--- src/rtl/morse_pkg.sv ---
// Shared types, symbol codes and the Morse code table for the stream decoder.
package morse_pkg;

   typedef logic [5:0] morse_code_t;

   localparam morse_code_t CODE_SPACE   = 6'd36;
   localparam morse_code_t CODE_INVALID = 6'd63;

   typedef enum logic [1:0] {
      ST_IDLE = 2'd0,
      ST_MARK = 2'd1,
      ST_GAP  = 2'd2
   } morse_state_t;

   // The pattern stores the first element at bit 0; the table is keyed on the
   // reading-order sequence (first element in the MSB of the used bits).
   function automatic morse_code_t morse_lookup(input logic [2:0] len, input logic [4:0] pattern);
      logic [4:0]  seq;
      morse_code_t code;
      seq = 5'd0;
      for (int i = 0; i < 5; i++) begin
         if (3'(i) < len) begin
            seq = {seq[3:0], pattern[i]};
         end else begin
            seq = seq;
         end
      end
      case ({len, seq})
         {3'd2, 5'b00001}: code = 6'd0;
         {3'd4, 5'b01000}: code = 6'd1;
         {3'd4, 5'b01010}: code = 6'd2;
         {3'd3, 5'b00100}: code = 6'd3;
         {3'd1, 5'b00000}: code = 6'd4;
         {3'd4, 5'b00010}: code = 6'd5;
         {3'd3, 5'b00110}: code = 6'd6;
         {3'd4, 5'b00000}: code = 6'd7;
         {3'd2, 5'b00000}: code = 6'd8;
         {3'd4, 5'b00111}: code = 6'd9;
         {3'd3, 5'b00101}: code = 6'd10;
         {3'd4, 5'b00100}: code = 6'd11;
         {3'd2, 5'b00011}: code = 6'd12;
         {3'd2, 5'b00010}: code = 6'd13;
         {3'd3, 5'b00111}: code = 6'd14;
         {3'd4, 5'b00110}: code = 6'd15;
         {3'd4, 5'b01101}: code = 6'd16;
         {3'd3, 5'b00010}: code = 6'd17;
         {3'd3, 5'b00000}: code = 6'd18;
         {3'd1, 5'b00001}: code = 6'd19;
         {3'd3, 5'b00001}: code = 6'd20;
         {3'd4, 5'b00001}: code = 6'd21;
         {3'd3, 5'b00011}: code = 6'd22;
         {3'd4, 5'b01001}: code = 6'd23;
         {3'd4, 5'b01011}: code = 6'd24;
         {3'd4, 5'b01100}: code = 6'd25;
         {3'd5, 5'b11111}: code = 6'd26;
         {3'd5, 5'b01111}: code = 6'd27;
         {3'd5, 5'b00111}: code = 6'd28;
         {3'd5, 5'b00011}: code = 6'd29;
         {3'd5, 5'b00001}: code = 6'd30;
         {3'd5, 5'b00000}: code = 6'd31;
         {3'd5, 5'b10000}: code = 6'd32;
         {3'd5, 5'b11000}: code = 6'd33;
         {3'd5, 5'b11100}: code = 6'd34;
         {3'd5, 5'b11110}: code = 6'd35;
         default:          code = CODE_INVALID;
      endcase
      return code;
   endfunction

endpackage

--- src/rtl/morse_out_buf.sv ---
// One-deep valid/ready output register with a sticky overflow flag for
// symbols that arrive while the held one is still undelivered.
module morse_out_buf #(
   parameter int W = 6
) (
   input  logic         clk,
   input  logic         rst_n,
   input  logic         load,
   input  logic [W-1:0] din,
   input  logic         ready,
   output logic [W-1:0] dout,
   output logic         valid,
   output logic         overflow
);

   // Hold, replace or drop the buffered symbol and track overflow.
   always_ff @(posedge clk or negedge rst_n) begin
      if (!rst_n) begin
         dout     <= '0;
         valid    <= 1'b0;
         overflow <= 1'b0;
      end else if (load && (!valid || ready)) begin
         dout  <= din;
         valid <= 1'b1;
      end else if (load) begin
         overflow <= 1'b1;
      end else if (ready) begin
         valid <= 1'b0;
      end else begin
         valid <= valid;
      end
   end

endmodule

--- src/rtl/morse_stream_decoder.sv ---
// Decodes an on/off keyed Morse stream into A-Z, 0-9 and word-space codes,
// delivered through a one-deep valid/ready buffer.
module morse_stream_decoder
   import morse_pkg::*;
#(
   parameter int UNIT_CYCLES = 4,
   parameter int MAX_ELEM    = 5,
   parameter int CNT_W       = 8
) (
   input  logic       clk,
   input  logic       rst_n,
   input  logic       in,
   output logic [5:0] out_code,
   output logic       out_valid,
   input  logic       out_ready,
   output logic       overflow,
   output logic       busy
);

   localparam logic [CNT_W-1:0] RUN_ONE  = CNT_W'(1);
   localparam logic [CNT_W-1:0] RUN_MAX  = {CNT_W{1'b1}};
   localparam logic [CNT_W-1:0] DOT_LIM  = CNT_W'(2 * UNIT_CYCLES);
   localparam logic [CNT_W-1:0] WORD_LIM = CNT_W'(5 * UNIT_CYCLES);

   logic             sync1_r;
   logic             s_in_r;
   logic [CNT_W-1:0] run_r;
   morse_state_t     state_r;
   logic [4:0]       pat_r;
   logic [2:0]       len_r;
   logic             inv_r;
   logic             word_pending_r;
   logic             busy_r;
   logic             rise_s;
   logic             fall_s;
   logic             emit_s;
   morse_code_t      emit_code_s;

   // sync1_r holds the next s_in value, so edges are seen on the cycle they land
   // and run_r always equals the length of the current s_in run so far.
   assign rise_s = sync1_r & ~s_in_r;
   assign fall_s = ~sync1_r & s_in_r;

   // Input synchroniser and saturating run-length counter.
   always_ff @(posedge clk or negedge rst_n) begin
      if (!rst_n) begin
         sync1_r <= 1'b0;
         s_in_r  <= 1'b0;
         run_r   <= '0;
      end else begin
         sync1_r <= in;
         s_in_r  <= sync1_r;
         if (sync1_r != s_in_r) begin
            run_r <= RUN_ONE;
         end else if (run_r != RUN_MAX) begin
            run_r <= run_r + RUN_ONE;
         end else begin
            run_r <= run_r;
         end
      end
   end

   // Symbol emission: letter at the gap threshold, word space at the word threshold.
   always_comb begin
      emit_s      = 1'b0;
      emit_code_s = CODE_SPACE;
      case (state_r)
         ST_GAP: begin
            if (run_r == DOT_LIM) begin
               emit_s      = 1'b1;
               emit_code_s = inv_r ? CODE_INVALID : morse_lookup(len_r, pat_r);
            end else begin
               emit_s = 1'b0;
            end
         end
         ST_IDLE: begin
            if (word_pending_r && !s_in_r && run_r == WORD_LIM) begin
               emit_s      = 1'b1;
               emit_code_s = CODE_SPACE;
            end else begin
               emit_s = 1'b0;
            end
         end
         default: begin
            emit_s      = 1'b0;
            emit_code_s = CODE_SPACE;
         end
      endcase
   end

   // Symbol FSM and element buffer.
   always_ff @(posedge clk or negedge rst_n) begin
      if (!rst_n) begin
         state_r        <= ST_IDLE;
         pat_r          <= 5'd0;
         len_r          <= 3'd0;
         inv_r          <= 1'b0;
         word_pending_r <= 1'b0;
         busy_r         <= 1'b0;
      end else begin
         case (state_r)
            ST_IDLE: begin
               if (emit_s) begin
                  word_pending_r <= 1'b0;
               end
               if (rise_s) begin
                  state_r <= ST_MARK;
                  busy_r  <= 1'b1;
               end else begin
                  state_r <= ST_IDLE;
                  busy_r  <= 1'b0;
               end
            end
            ST_MARK: begin
               if (fall_s) begin
                  // A sixth element poisons the symbol; the length stays at the limit.
                  if (len_r == 3'(MAX_ELEM)) begin
                     inv_r <= 1'b1;
                  end else begin
                     pat_r <= pat_r | (5'(run_r >= DOT_LIM) << len_r);
                     len_r <= len_r + 3'd1;
                  end
                  state_r <= ST_GAP;
               end
            end
            ST_GAP: begin
               if (emit_s) begin
                  pat_r          <= 5'd0;
                  len_r          <= 3'd0;
                  inv_r          <= 1'b0;
                  word_pending_r <= 1'b1;
                  if (rise_s) begin
                     state_r <= ST_MARK;
                  end else begin
                     state_r <= ST_IDLE;
                     busy_r  <= 1'b0;
                  end
               end else if (rise_s) begin
                  state_r <= ST_MARK;
               end
            end
            default: begin
               state_r <= ST_IDLE;
               busy_r  <= 1'b0;
            end
         endcase
      end
   end

   assign busy = busy_r;

   morse_out_buf #(.W(6)) u_out_buf (
      .clk      (clk),
      .rst_n    (rst_n),
      .load     (emit_s),
      .din      (emit_code_s),
      .ready    (out_ready),
      .dout     (out_code),
      .valid    (out_valid),
      .overflow (overflow)
   );

endmodule

--- config.mk ---
export PLATFORM = sky130hd
export DESIGN_NAME = morse_stream_decoder
export DESIGN_NICKNAME = d
export VERILOG_FILES = /design/src/rtl/morse_pkg.sv /design/src/rtl/morse_out_buf.sv /design/src/rtl/morse_stream_decoder.sv
export SDC_FILE = /design/constraint.sdc
export NUM_CORES = 1
export LEC_CHECK = 0
export CELL_PAD_IN_SITES_DETAIL_PLACEMENT = 0
export CELL_PAD_IN_SITES_GLOBAL_PLACEMENT = 2
export CORE_MARGIN = 4
export CORE_UTILIZATION = 40
export DETAILED_ROUTE_END_ITERATION = 12
export GPL_ROUTABILITY_DRIVEN = 0
export PLACE_DENSITY_LB_ADDON = 0.1
export SKIP_CTS_REPAIR_TIMING = 1
export SYNTH_ARGS = -nofsm -noshare
export SYNTH_HDL_FRONTEND = slang
export SYNTH_SLANG_ARGS = --single-unit
--- constraint.sdc ---
create_clock -name clk -period 6.1 [get_ports clk]
set_input_delay 1.83 -clock clk [delete_from_list [all_inputs] [get_ports clk]]
set_output_delay 1.83 -clock clk [all_outputs]
set_load 0.05 [all_outputs]
=== Word-level counts from Yosys, hierarchy flattened ===
Index checks and enable logic that the tools add are counted.

* Bits in registers: 31
* Bits of input ports: 4
* Word-level logic and storage cells: 139

* $add $sub $neg: 2
* Magnitude comparators: 6
* Equality and inequality tests: 51
* Shifts and indexed selects: 1
* Mux-type cells: 42
* Bitwise logic cells: 7
* Reduce and logical (&&, ||, !) cells: 18

{| class="wikitable"
|+ Operators by type and width
! operator !! count
|-
| $pmux W6 S36 || 1
|-
| $eq A8 B8 Y1 const B || 22
|-
| $eq A8 B7 Y1 const B || 12
|-
| $mux W5 || 9
|-
| $mux W6 || 3
|-
| $eq A8 B6 Y1 const B || 2
|-
| $mux W8 || 2
|-
| $mux W1 || 14
|-
| $ne A2 B2 Y1 const B || 5
|-
| $pmux W5 S2 || 1
|-
| $mux W3 || 3
|-
| $add A8 B1 Y8 const B || 1
|-
| $eq A8 B4 Y1 const B || 1
|-
| $eq A8 B5 Y1 const B || 1
|-
| $ge A8 B4 Y1 const B || 1
|-
| $ne A8 B8 Y1 const B || 1
|-
| $reduce_and A4 Y1 || 2
|-
| $reduce_bool A2 Y1 || 4
|-
| $lt A1 B3 Y1 const A || 2
|-
| $lt A2 B3 Y1 const A || 2
|-
| $mux W2 || 3
|-
| $pmux W1 S2 || 3
|-
| $pmux W2 S3 || 1
|-
| $pmux W3 S2 || 1
|-
| 19 further kinds || 30
|}

=== Logic depth before layout (Yosys ltp) ===
Gate-level depths: netlist of run 1.

* Depth after elaboration: 13
* Depth in mapped cells: 9
* Depth with buffers taken out: 8

=== Cells and area by module ===
Synthesis of run 1 repeated with hierarchy kept, for this count alone.

* Cell total of the unflattened synthesis: 281
* Area, all modules: 2387.3 um^2

{| class="wikitable"
|+ Modules (own cells, without submodules)
! module !! times used !! cells an instance !! area an instance (um^2) !! seq. area each (um^2)
|-
| morse_stream_decoder || 1 || 262 || 2057.0 || 575.6
|-
| morse_out_buf || 1 || 19 || 330.3 || 200.2
|}

=== Worst setup path after synthesis of run 1 ===
No wires, ideal clock.

* Path kind: input-to-reg
* From: in out_ready
* To: reg u_out_buf.dout[1]
* Setup time: 0.119 ns
* Data arrival time: 2.597 ns
* Data required time: 5.981 ns
* Setup slack: 3.384 ns
* Stages on the path: 5
* Path through: nand2b_1 > nor2b_1 > buf_1 > o2111ai_1 > o21a_1

* Word-level cells in the longest chain between the ends: 2

{| class="wikitable"
|+ Ends and longest elaborated chain
! item !! RTL line !! RTL
|-
| from (decl) || morse_stream_decoder.sv:15 || <nowiki>input logic out_ready,</nowiki>
|-
| $logic_or A1 B1 Y1 || morse_out_buf.sv:22 || <nowiki>end else if (load && (!valid || ready)) begin</nowiki>
|-
| $logic_and A1 B1 Y1 || morse_out_buf.sv:22 ||
|-
| to (signal assigned) || morse_out_buf.sv:23 || <nowiki>dout <= din;</nowiki>
|-
| to (decl) || morse_out_buf.sv:11 || <nowiki>output logic [W-1:0] dout,</nowiki>
|}

Every way passes these cells.
A chain may end at the register's enable or synchronous reset.

=== Worst setup path after layout of run 1 ===
* From: reg busy_r (netlist: busy)
* To: out busy

{| class="wikitable"
|+ RTL lines
! item !! RTL line !! RTL
|-
| from (decl) || morse_stream_decoder.sv:33 || <nowiki>logic busy_r;</nowiki>
|-
| from (signal assigned) || morse_stream_decoder.sv:99 || <nowiki>busy_r <= 1'b0;</nowiki>
|-
| from (signal assigned) || morse_stream_decoder.sv:108 || <nowiki>busy_r <= 1'b1;</nowiki>
|-
| from (signal assigned) || morse_stream_decoder.sv:111 || <nowiki>busy_r <= 1'b0;</nowiki>
|-
| to (decl) || morse_stream_decoder.sv:17 || <nowiki>output logic busy</nowiki>
|}

No word-level cell between the ends.

==> impl_metrics.py, run 1 <==
metrics = {
    "status": {
        "run_status": "completed",
    },
    "drt": {
        "wl_per_cell_um": 16.55,
        "wirelength_um": 5842,
        "first_pass_iters": 4,
        "drcViolationCount": 0,
        "ant_nets": 0,
        "vias": 2097,
        "drt-vias-per-instance": 5.941,
        "drtIter0Drc": 103,
    },
    "timing": {
        "setup_tns_ns": 0,
        "tightest_slew_ns": 0.8863,
        "clock_skew_ns": 0.004545,
        "timing.final.crit_share_pct": 54.01,
        "slew_headroom_pct": 40.91,
        "setup_slack_ns": 2.805,
        "finalSetupViolCount": 0,
        "period_needed_ns": 3.295,
        "rsz0062_at_grt": "false",
        "drv_slew": 0,
        "finalHoldViolCount": 0,
        "max_freq_ghz": 0.3035,
    },
    "critical_path": {
        "crit_path_start_kind": "register",
        "slowest_delay_ns": 0.81,
        "slowest_stage": "clkdlybuf4s50_1",
        "cp_max_fo": 4,
        "critPathTopFamily": "buffers and inverters",
        "required_ns": 4.27,
        "end_kind": "primary output",
        "critPathArrivalTime_ns": 1.46,
        "worst-path-buf-inv": 1,
        "critPathKind": "register to primary output",
        "path_cells": "clkdlybuf4s50_1",
    },
    "logic_synthesis": {
        "yosysTopAreaCellShare_pct": 32.43,
        "yosys-top-cells-count": "dfrtp_1, nor2_1, nand2_1, inv_1",
        "ys.flop_type": "dfrtp_1",
        "synth_edf_count": 0,
        "ys_ff_latch": 31,
        "synth_cells": 280,
        "syn_area_per_cell_um2": 8.544,
        "ys_warn_count": 0,
        "ys_types": 62,
        "syn-cell-area_um2": 2392,
        "yosys.cell_count.top_type": "dfrtp_1",
        "ys_top_cells_by_area": "dfrtp_1, nor2_1, ha_1",
        "yosysSeqAreaShare_pct": 32.43,
        "yosys.area.top_type": "dfrtp_1",
        "synth_fp_nets": 290,
        "async_reset_ff_share_pct": 100.0,
    },
    "die": {
        "initial_core_util_pct": 42.40,
        "core_area_um2": 5642,
        "dieArea_um2": 7282,
        "fp.dieW_um": 85.34,
        "dieHeight_um": 85.34,
        "ios": 13,
        "rows": 27,
    },
    "global_routing": {
        "grt_pass1_vias": 2002,
        "antenna_found_initial": 0,
        "overflow": 0,
        "grt-busiest-layer": "met2",
        "grtUsageMet1_pct": 22.13,
        "grt_max_degree": 32,
        "grt_pass1_wl_um": 10020,
        "grt_usage_pct": 17.08,
        "grt_use_met2_pct": 28.11,
        "gr-usage-met3_pct": 3.786,
    },
    "finish": {
        "syn_to_final_growth_pct": 8.682,
        "fillers": 569,
        "diodes": 0,
        "drive_gt1_share_pct": 8.897,
        "layout.nets": 290,
    },
    "cts": {
        "cts_sinks": 31,
        "h-tree-depth": 2,
        "root_buffer": "clkbuf_8",
        "clkLatencyLatePin_ns": 0.28,
        "clkTransAtPathRegs_ns": 0.06,
        "numCtsBuffers": 5,
        "clock_path_buffers": 2,
        "cts_tree": "built",
    },
    "placement": {
        "place_ws_ns": 2.703,
        "portBuffers": 12,
        "dp_hpwl_um": 4145,
    },
    "pwr": {
        "ir_drop_v": 0.0001195,
        "cellLeakagePower_nw": 1.061,
        "power.density_nw_per_um2": 324.5,
    },
    "worst_hold_path": {
        "hold_class": "register to register",
    },
    "job": {
        "max_cap_viol_count": 0,
    },
}
[where the power goes]
group          leakage [nW]  total, W  internal (W)  switching (W)
Sequential            0.400  0.000315      0.000230      0.0000853
Combinational         0.619  0.000379      0.000170       0.000209
Clock                0.0422  0.000149     0.0000798      0.0000697
[registers in the layout, indices dropped and copies added, names as in the netlist]
| register | count |
|---|---|
| run_r | 8 |
| pat_r | 5 |
| u_out_buf.overflow | 1 |
| busy | 1 |
| s_in_r | 1 |
| inv_r | 1 |
| state_r | 2 |
| u_out_buf.valid | 1 |
| sync1_r | 1 |
| u_out_buf.dout | 6 |
| len_r | 3 |
| word_pending_r | 1 |
[placed cells by master, fill, tap and decap left out, types with 6 or more instances in the layout]
| cell | instances |
|---|---|
| nand2b_1 | 11 |
| nand3b_1 | 6 |
| o22ai_1 | 7 |
| o21ai_0 | 13 |
| a31oi_1 | 6 |
| dfrtp_1 | 31 |
| nand2_1 | 18 |
| clkdlybuf4s50_1 | 12 |
| a21oi_1 | 13 |
| inv_1 | 15 |
| ha_1 | 6 |
| nand3_1 | 7 |
| nand4_1 | 6 |
| nor2_1 | 23 |
[per-layer routing]
layer / up-vias / wire [um]
li1: 1040 / -
met1: 1027 / 2746
met2: 22 / 2852
met3: 8 / 134
met4: 0 / 109
met5: - / 0
[area by class of cell]
class                   count  area [um2]  area share, %
clock buffers               7       76.32          2.936
clock inverters             1       5.005         0.1925
inverters                  15       56.30          2.166
multi-input cells         213        1461          56.21
flip-flops and latches     31       775.7          29.84
well taps                  72       90.09          3.465
repair buffers             14       135.1          5.197
[path summary, 6_finish.rpt]
kind                          start                 end  slack, ns  cells past startpoint
min in group asynchronous     rst_n            run_r[7]       1.94                      2
setup reg to reg           len_r[2]   u_out_buf.dout[4]       3.26                      6
setup / recovery               busy                busy       2.81                      1
hold reg to reg             sync1_r              s_in_r       0.41                      0
max in group asynchronous     rst_n  u_out_buf.overflow       3.86                      2
hold / removal              sync1_r              s_in_r       0.41                      0
[through the flow]
step           hold WS, ns  util (%)  area, um2  power [W]  cells
2_1_floorplan       0.3798         -       2392  0.0006136    280
3_3_place_gp        0.4000     44.64       2519  0.0006967    345
3_5_place_dp        0.4036     44.64       2519  0.0006973    345
4_1_cts             0.4172     46.09       2600  0.0008511    353
5_1_grt             0.4366     46.09       2600  0.0009147    353
6_report            0.4102     46.09       2600  0.0008436    353
[cells by family after synthesis]
kind of cell,count (synthesis),synth area share [%]
compound gates,78,23.80
mux,8,3.661
fa+ha+maj,6,3.138
buf+inv,36,6.485
simple gates,116,28.66
xor+xnor,5,1.830
flops,31,32.43
No activity file was read; power rests on OpenSTA's default activity.
==> run 2, diff against run 1 <==
- CORE_UTILIZATION: 40 -> 37
- clock period: 6.1 -> 3.3 ns (I/O delays scaled with it)
==> run 2 against run 1 <==
  * Wire length up 4.8%
  * Combinational power up 93%
  * Critical path depth grew 6
  * Sequential power increased by 83%
  * Non-clock buffer count increased by 7
  * Worst hold slack improved by 0.0041 ns
  * Total power rose by 94%
==> impl_metrics.py, run 2 (synthesis gave the netlist of run 1 again) <==
metrics = {
    "status": {
        "run_status": "completed",
    },
    "timing": {
        "period_needed_ns": 2.669,
        "finalHoldViolCount": 0,
        "tightest_slew_ns": 0.7811,
        "max_freq_ghz": 0.3746,
        "timing.final.crit_share_pct": 80.89,
        "drv_slew": 0,
        "rsz0062_at_grt": "false",
        "finalSetupViolCount": 0,
        "clock_skew_ns": 0.004988,
        "setup_tns_ns": 0,
        "slew_headroom_pct": 47.93,
    },
    "global_routing": {
        "antenna_found_initial": 0,
        "grt_max_degree": 32,
        "grt_pass1_wl_um": 10570,
        "grt_usage_pct": 17.24,
        "grt_pass1_vias": 2116,
        "overflow": 0,
    },
    "pwr": {
        "power.density_nw_per_um2": 610.9,
        "ir_drop_v": 0.0003464,
        "total_power_w": 0.001636,
        "cellLeakagePower_nw": 1.106,
    },
    "die": {
        "core_area_um2": 6314,
        "ios": 13,
        "initial_core_util_pct": 37.89,
        "dieArea_um2": 7816,
        "rows": 29,
        "dieHeight_um": 88.41,
        "fp.dieW_um": 88.41,
    },
    "cts": {
        "h-tree-depth": 2,
        "root_buffer": "clkbuf_8",
        "clock_path_buffers": 2,
        "clkLatencyLatePin_ns": 0.28,
        "clkTransAtPathRegs_ns": 0.06,
        "cts_tree": "built",
        "cts_sinks": 31,
        "numCtsBuffers": 5,
    },
    "critical_path": {
        "crit_path_start_kind": "register",
        "rr_startpoint": "len_r[0]",
        "critPathArrivalTime_ns": 2.80,
        "end_kind": "register",
        "critPathKind": "register to register",
        "cp_max_fo": 25,
        "required_ns": 3.43,
        "startpoint": "len_r[0]",
    },
    "drt": {
        "vias": 2165,
        "drtIter0Drc": 94,
        "ant_nets": 0,
        "first_pass_iters": 4,
        "wl_per_cell_um": 16.77,
        "wl_met2_um": 2932,
        "wl_met3_um": 286,
        "drt-met1-wl_um": 2726,
        "drt-vias-per-instance": 5.932,
        "drcViolationCount": 0,
        "wirelength_um": 6120,
        "topRoutingLayerUsed": "met4",
    },
    "finish": {
        "layout.nets": 297,
        "reg_top3": "run_r: 8 flops, u_out_buf.dout: 6 flops, pat_r: 5 flops",
        "final_common_cell": "dfrtp_1",
        "drive_gt1_share_pct": 11.46,
        "largest_reg_flops": 8,
        "mostFrequentLayoutCells": "dfrtp_1, nor2_1, nand2_1, inv_1",
        "fillers": 662,
        "syn_to_final_growth_pct": 11.92,
        "diodes": 0,
        "top_register": "run_r",
    },
    "worst_hold_path": {
        "min_from": "sync1_r",
        "hold_class": "register to register",
    },
    "placement": {
        "portBuffers": 12,
        "dp_hpwl_um": 4507,
    },
    "job": {
        "max_cap_viol_count": 0,
    },
}
[run 2: changes by cell type in the layout (fill, tap and decap cells not counted), sizes merged]
cell	delta
buf	+7
clkbuf	+1
clkinv	-1
[run 2: power breakdown]
group	internal, W	switching, W	total [W]
logic	0.000336	0.000397	0.000733
clock network	0.000190	0.000134	0.000324
registers	0.000425	0.000152	0.000578
[run 2: path summary, 6_finish.rpt]
kind	endpoint	cells past startpoint	slack, ns
max	u_out_buf.dout[3]	7	0.63
min	s_in_r	0	0.41
max reg2reg	u_out_buf.dout[3]	7	0.63
min reg2reg	s_in_r	0	0.41
max in group asynchronous	run_r[3]	2	1.89
min in group asynchronous	u_out_buf.dout[5]	2	1.11
[run 2: metrics by stage]
step	hold WS, ns	worst slack, ns	cells	util [%]	instance area, um2
final	0.4143	0.6306	365	42.41	2678
after global routing	0.4390	0.3633	365	42.41	2678
after CTS	0.4191	0.6436	365	42.41	2678
after detailed placement	0.4035	0.6561	357	40.82	2577
after global placement	0.4026	0.7001	357	40.82	2577
after floorplan	0.3798	1.121	280	-	2392
[run 2: area by class of cell]
| cell class | instances | area, um2 | share of cell area [%] |
|---|---|---|---|
| clock buffer | 8 | 100.1 | 3.738 |
| inverter | 15 | 56.30 | 2.103 |
| multi-input combinational | 213 | 1461 | 54.58 |
| sequential | 31 | 775.7 | 28.97 |
| tap | 77 | 96.34 | 3.598 |
| timing repair buffer | 21 | 187.7 | 7.009 |
[run 2: per-layer routing]
layer | up-vias | global-route usage [%]
met5 | - | 0
met4 | 0 | 7.555
met3 | 16 | 3.073
met2 | 52 | 27.53
met1 | 1044 | 22.87
li1 | 1053 | -
[run 2: worst max-delay path, stage by stage, from the launching register on]
cell and delay (ns):
dfrtp_1 0.80, buf_4 0.26, and4bb_2 0.28, a211oi_4 0.30, mux2i_1 0.20, or2_2 0.31, a211oi_1 0.26, o22ai_1 0.11
